$ cat src/rtl/msx_bus_pkg.sv
// Shared types and constants for the MSX cartridge bus slave front end.
package msx_bus_pkg;

    typedef enum logic [2:0] {
        ST_IDLE,
        ST_WR_REQ,
        ST_RD_REQ,
        ST_RD_DATA,
        ST_RD_HOLD,
        ST_WAIT_END
    } msx_state_e;

    localparam logic [7:0] MSX_BUS_IDLE_DATA = 8'hFF;
    localparam int         WAIT_CNT_W        = 16;

endpackage

$ cat src/rtl/msx_bus_sync.sv
// Multi-flop synchroniser for one asynchronous active-low MSX strobe.
// Resets to 1 so that a reset never looks like an asserted strobe.
module msx_bus_sync #(
    parameter int STAGES = 2
) (
    input  logic clk,
    input  logic reset,
    input  logic d,
    output logic q
);

    logic [STAGES-1:0] sync_q;
    logic [STAGES-1:0] sync_d;

    always_comb begin
        sync_d = {sync_q[STAGES-2:0], d};
    end

    always_ff @(posedge clk) begin
        if (reset) begin
            sync_q <= '1;
        end else begin
            sync_q <= sync_d;
        end
    end

    assign q = sync_q[STAGES-1];

endmodule

$ cat src/rtl/msx_bus_slave.sv
// MSX cartridge bus slave: turns synchronised slot strobes into one valid/ready request.
// Optional read-wait timeout enabled by defining MSX_BUS_SLAVE_TIMEOUT_EN.
module msx_bus_slave
    import msx_bus_pkg::*;
#(
    parameter int ADDR_W       = 2,
    parameter int SYNC_STAGES  = 2,
    parameter int WAIT_TIMEOUT = 255
) (
    input  logic              clk,
    input  logic              reset,
    input  logic              n_ce,
    input  logic              n_twr,
    input  logic              n_trd,
    input  logic [ADDR_W-1:0] ta,
    input  logic [7:0]        td_in,
    output logic [7:0]        td_out,
    output logic              tdir,
    output logic              twait,
    output logic              bus_valid,
    input  logic              bus_ready,
    output logic              bus_write,
    output logic [ADDR_W-1:0] bus_address,
    output logic [7:0]        bus_wdata,
    input  logic [7:0]        bus_rdata,
    input  logic              bus_rdata_en,
    output logic              timeout_pulse
);

    logic [2:0] strb_raw;
    logic [2:0] strb_s;
    logic       s_ce, s_twr, s_trd;

    assign strb_raw = {n_ce, n_twr, n_trd};

    for (genvar i = 0; i < 3; i++) begin : g_sync
        msx_bus_sync #(.STAGES(SYNC_STAGES)) u_sync (
            .clk   (clk),
            .reset (reset),
            .d     (strb_raw[i]),
            .q     (strb_s[i])
        );
    end

    assign s_ce  = strb_s[2];
    assign s_twr = strb_s[1];
    assign s_trd = strb_s[0];

    msx_state_e        state_q, state_d;
    logic [7:0]        td_out_q, td_out_d;
    logic              tdir_q, tdir_d;
    logic              twait_q, twait_d;
    logic              bus_valid_q, bus_valid_d;
    logic              bus_write_q, bus_write_d;
    logic [ADDR_W-1:0] bus_address_q, bus_address_d;
    logic [7:0]        bus_wdata_q, bus_wdata_d;
    logic              timeout_pulse_q, timeout_pulse_d;
    logic              enter_rd, timeout_hit, rd_release;
    logic              do_data, do_timeout, do_abort;

`ifdef MSX_BUS_SLAVE_TIMEOUT_EN
    logic [WAIT_CNT_W-1:0] wait_cnt_q, wait_cnt_d;

    // Fires on the cycle whose increment makes the count reach WAIT_TIMEOUT.
    assign timeout_hit = twait_q && (wait_cnt_q == WAIT_CNT_W'(WAIT_TIMEOUT - 1));

    always_comb begin
        wait_cnt_d = wait_cnt_q;
        if (enter_rd) begin
            wait_cnt_d = '0;
        end else if (twait_q) begin
            wait_cnt_d = wait_cnt_q + WAIT_CNT_W'(1);
        end
    end

    always_ff @(posedge clk) begin
        if (reset) begin
            wait_cnt_q <= '0;
        end else begin
            wait_cnt_q <= wait_cnt_d;
        end
    end
`else
    logic unused_timeout;

    assign timeout_hit    = 1'b0;
    assign unused_timeout = ^{WAIT_TIMEOUT, enter_rd};
`endif

    // The host releasing either strobe ends any read in flight.
    assign rd_release = s_trd | s_ce;

    always_comb begin
        state_d         = state_q;
        td_out_d        = td_out_q;
        tdir_d          = tdir_q;
        twait_d         = twait_q;
        bus_valid_d     = bus_valid_q;
        bus_write_d     = bus_write_q;
        bus_address_d   = bus_address_q;
        bus_wdata_d     = bus_wdata_q;
        timeout_pulse_d = 1'b0;
        enter_rd        = 1'b0;
        do_data         = 1'b0;
        do_timeout      = 1'b0;
        do_abort        = 1'b0;

        case (state_q)
            ST_IDLE: begin
                if (!s_ce) begin
                    if (!s_twr && s_trd) begin
                        bus_valid_d   = 1'b1;
                        bus_write_d   = 1'b1;
                        bus_address_d = ta;
                        bus_wdata_d   = td_in;
                        state_d       = ST_WR_REQ;
                    end else if (s_twr && !s_trd) begin
                        bus_valid_d   = 1'b1;
                        bus_write_d   = 1'b0;
                        bus_address_d = ta;
                        twait_d       = 1'b1;
                        enter_rd      = 1'b1;
                        state_d       = ST_RD_REQ;
                    end else if (!s_twr && !s_trd) begin
                        state_d = ST_WAIT_END;
                    end
                end
            end
            ST_WR_REQ: begin
                if (bus_ready) begin
                    bus_valid_d = 1'b0;
                    state_d     = ST_WAIT_END;
                end
            end
            ST_RD_REQ: begin
                if (rd_release) begin
                    do_abort = 1'b1;
                end else if (bus_ready && bus_rdata_en) begin
                    do_data = 1'b1;
                end else if (timeout_hit) begin
                    do_timeout = 1'b1;
                end else if (bus_ready) begin
                    bus_valid_d = 1'b0;
                    state_d     = ST_RD_DATA;
                end
            end
            ST_RD_DATA: begin
                if (rd_release) begin
                    do_abort = 1'b1;
                end else if (bus_rdata_en) begin
                    do_data = 1'b1;
                end else if (timeout_hit) begin
                    do_timeout = 1'b1;
                end
            end
            ST_RD_HOLD: begin
                if (rd_release) begin
                    tdir_d  = 1'b0;
                    state_d = ST_IDLE;
                end
            end
            ST_WAIT_END: begin
                if (s_ce || (s_twr && s_trd)) begin
                    state_d = ST_IDLE;
                end
            end
            default: state_d = ST_IDLE;
        endcase

        if (do_abort) begin
            bus_valid_d = 1'b0;
            twait_d     = 1'b0;
            tdir_d      = 1'b0;
            state_d     = ST_IDLE;
        end
        if (do_data) begin
            bus_valid_d = 1'b0;
            td_out_d    = bus_rdata;
            tdir_d      = 1'b1;
            twait_d     = 1'b0;
            state_d     = ST_RD_HOLD;
        end
        if (do_timeout) begin
            bus_valid_d     = 1'b0;
            td_out_d        = MSX_BUS_IDLE_DATA;
            tdir_d          = 1'b1;
            twait_d         = 1'b0;
            timeout_pulse_d = 1'b1;
            state_d         = ST_RD_HOLD;
        end
    end

    always_ff @(posedge clk) begin
        if (reset) begin
            state_q         <= ST_IDLE;
            td_out_q        <= MSX_BUS_IDLE_DATA;
            tdir_q          <= 1'b0;
            twait_q         <= 1'b0;
            bus_valid_q     <= 1'b0;
            bus_write_q     <= 1'b0;
            bus_address_q   <= '0;
            bus_wdata_q     <= '0;
            timeout_pulse_q <= 1'b0;
        end else begin
            state_q         <= state_d;
            td_out_q        <= td_out_d;
            tdir_q          <= tdir_d;
            twait_q         <= twait_d;
            bus_valid_q     <= bus_valid_d;
            bus_write_q     <= bus_write_d;
            bus_address_q   <= bus_address_d;
            bus_wdata_q     <= bus_wdata_d;
            timeout_pulse_q <= timeout_pulse_d;
        end
    end

    assign td_out        = td_out_q;
    assign tdir          = tdir_q;
    assign twait         = twait_q;
    assign bus_valid     = bus_valid_q;
    assign bus_write     = bus_write_q;
    assign bus_address   = bus_address_q;
    assign bus_wdata     = bus_wdata_q;
    assign timeout_pulse = timeout_pulse_q;

endmodule
$ cat config.mk
export PLATFORM = sky130hd
export DESIGN_NAME = msx_bus_slave
export DESIGN_NICKNAME = d
export VERILOG_FILES = /design/src/rtl/msx_bus_pkg.sv /design/src/rtl/msx_bus_sync.sv /design/src/rtl/msx_bus_slave.sv
export SDC_FILE = /design/constraint.sdc
export NUM_CORES = 1
export LEC_CHECK = 0
export CORE_UTILIZATION = 49
export CTS_CLUSTER_SIZE = 25
export DETAILED_ROUTE_END_ITERATION = 6
export PLACE_DENSITY = 0.83
export SLEW_MARGIN = 20
export SYNTH_ARGS = -nofsm -noshare
export SYNTH_HDL_FRONTEND = slang
export SYNTH_SLANG_ARGS = --single-unit
$ cat constraint.sdc
create_clock -name clk -period 3.24 [get_ports clk]
set_input_delay 0.486 -clock clk [delete_from_list [all_inputs] [get_ports clk]]
set_output_delay 0.486 -clock clk [all_outputs]
set_load 0.1 [all_outputs]
==> metrics <==
hold buffers post-CTS 0; crit path max fanout 2; Buf/Inv on CP 1; post-synth net total 200; endpoints failing setup 0; Lkg Pwr 0.712 nW; die width 56.9 um; most area-hungry cell type in the Yosys netlist dfxtp_1; max_slew headroom 33.6%; Port Buf Inserts 46; Vias/cell 5.50; # IOs 48; Arr. time, crit path 1.84 ns; DP Area 1930 um2; # diodes 0; Setup Fix Bufs, Post-CTS 0; Clock Sinks 31; critical path's top delay family buffers and inverters; Reg2Reg Setup Slack 1.21 ns; final worst-path cycle share 71.7%; WP depth 1; most instantiated cells after synthesis dfxtp_1, nand2_1, a21oi_1; Fin. Hold Viols 0; H-tree lvl count 2; Worst Tran Pin Value 0.993 ns; worst flop-to-flop path startpoint state_q[1]; GP Congestion 0.867; Inserted Clock Buffers 5; Synth Flop Type dfxtp_1; hpwl dp 2300 um; Worst setup SP type flop; routed vias 1343; DRC viols 4; count leader, synth dfxtp_1; Worst EP required 2.75 ns; failing checks design-rule violations; layout cells sized above 1 12.7%; ranking of synthesized cells by area dfxtp_1, a21oi_1, nand2_1, a211o_1, nor2b_1; DRT antenna net count 0; crit path cell chain clkdlybuf4s50_1; clock tree buffer depth 2; die height 56.9 um; initial antenna violation count 0; total gr overflow 0; Power Density 470 nW/um2; root buffer cell clkbuf_4; post-route cell area 1980 um2; final setup TNS 0 ns; reg2reg end td_out[1]; number of synthesized register bits 31; CP max stage delay 1.16 ns; nets 243; area share of the largest cell type after synthesis 42.1%; worst-skew pair later-pin latency 0.34 ns; Syn Area/Cell 8.68 um2; Syn-to-layout area delta 34.5%; R2R depth 4; Syn Inst Count 170; Resized cells post-CTS 0; worst vdd ir 232 uV; Total GRT Usage 21.9%; final wirelength 3230 um; Setup crit end tdir; wire per inst 13.2 um; RSZ-0062 raised after global routing no; Hold WC Path Type flop to flop; first-pass GRT wire length 5530 um; Reg clk slew, reported paths 0.09 ns; max-slew violation count 0; Worst Setup SP tdir; core area 2810 um2; max_cap viols 0; status complete, but fails checks; Ys Warns 0; kind of critical path flop to primary output; slowest CP cell clkdlybuf4s50_1; cell area after synthesis 1480 um2; register area share after synthesis 42.1%; clock skew 0.0109 ns; Netlist cell types 38; row cnt 19; fin crit period 2.32 ns; Post-synth EDFFs 0; Pre-antenna DRT Iters 6; Setup crit end kind primary output; ys async rst share 0%; CTS tree built; Starting Density 52.6%; Max Clock Freq 430 MHz; First DRT Iteration DRCs 38; die area 3230 um2; vias in the first global route 1223; largest net degree at the start of global routing 30
-- through the flow --
| step | hold WS (ns) | instances | util, % | worst slack (ns) | power [mW] |
|---|---|---|---|---|---|
| global route | 0.426 | 244 | 70.7 | 0.845 | 0.984 |
| global placement | 0.392 | 237 | 68.7 | 1.02 | 0.703 |
| finish | 0.419 | 244 | 70.7 | 0.917 | 0.932 |
| floorplan | 0.389 | 170 | - | 1.53 | 0.640 |
| CTS | 0.419 | 244 | 70.7 | 0.895 | 0.938 |
| detailed placement | 0.397 | 237 | 68.7 | 0.952 | 0.708 |
-- cell usage in the layout (no fill, tap or decap), drive strengths merged, types with 2 or more instances in the layout --
| cell type | n |
|---|---|
| nor2 | 8 |
| or2 | 7 |
| a211o | 8 |
| nor2b | 11 |
| ha | 5 |
| inv | 4 |
| a211oi | 3 |
| o21ai | 5 |
| o21ba | 2 |
| clkdlybuf4s50 | 46 |
| nand2 | 21 |
| nand3 | 11 |
| dfxtp | 31 |
| buf | 2 |
| nand2b | 4 |
| clkbuf | 6 |
| nor3 | 6 |
| a21oi | 18 |
-- layer usage --
layer / track usage (%) / up-vias / wire length, um
met1: 28.1 / 633 / 1440
met2: 34.7 / 38 / 1540
met5: 0 / - / 0
met3: 9.22 / 3 / 221
met4: 4.18 / 0 / 17
li1: - / 669 / -
-- state kept, by name, summed over array words and instances (netlist names) --
| register | count |
|---|---|
| tdir | 1 |
| g_sync.u_sync.sync_q | 6 |
| state_q | 3 |
| td_out | 8 |
| bus_valid | 1 |
| bus_write | 1 |
| bus_address | 2 |
| bus_wdata | 8 |
| twait | 1 |
-- layout make-up --
cell class / instances / area (um2)
Inverter: 4 / 15.0
Clock buffer: 6 / 51.3
Fill cell: 223 / 821
Sequential cell: 31 / 621
Clock inverter: 1 / 5.00
Multi-Input combinational cell: 123 / 778
Timing Repair Buffer: 48 / 475
Tap cell: 31 / 38.8
-- report_power, final --
part           switching, mW  internal, mW  leakage [nW]
Combinational          0.132         0.119         0.426
Clock                  0.132         0.100        0.0341
Sequential            0.0484         0.400         0.252
-- how the worst min path moves through the flow --
| stage | from | cells past startpoint | to | slack [ns] |
|---|---|---|---|---|
| after detailed placement | g_sync[1].u_sync.sync_q[0] | 1 | g_sync[1].u_sync.sync_q[1] | 0.40 |
| after global routing | g_sync[1].u_sync.sync_q[0] | 1 | g_sync[1].u_sync.sync_q[1] | 0.43 |
| after floorplan | g_sync[0].u_sync.sync_q[0] | 1 | g_sync[0].u_sync.sync_q[1] | 0.39 |
| after CTS | g_sync[1].u_sync.sync_q[0] | 1 | g_sync[1].u_sync.sync_q[1] | 0.42 |
| final | g_sync[1].u_sync.sync_q[0] | 1 | g_sync[1].u_sync.sync_q[1] | 0.42 |
| after global placement | g_sync[1].u_sync.sync_q[0] | 1 | g_sync[1].u_sync.sync_q[1] | 0.39 |
-- cell families after synthesis --
| logic type | synth area share [%] |
|---|---|
| buffers and inverters | 5.17 |
| multiplexers | 0.679 |
| adder cells (fa/ha/maj) | 4.24 |
| other | 0.254 |
| flip-flops | 42.1 |
| AND/OR/NAND/NOR | 26.5 |
| AO/OA/AOI/OAI | 21.0 |
Note: power is estimated with default switching activity, not from simulation.
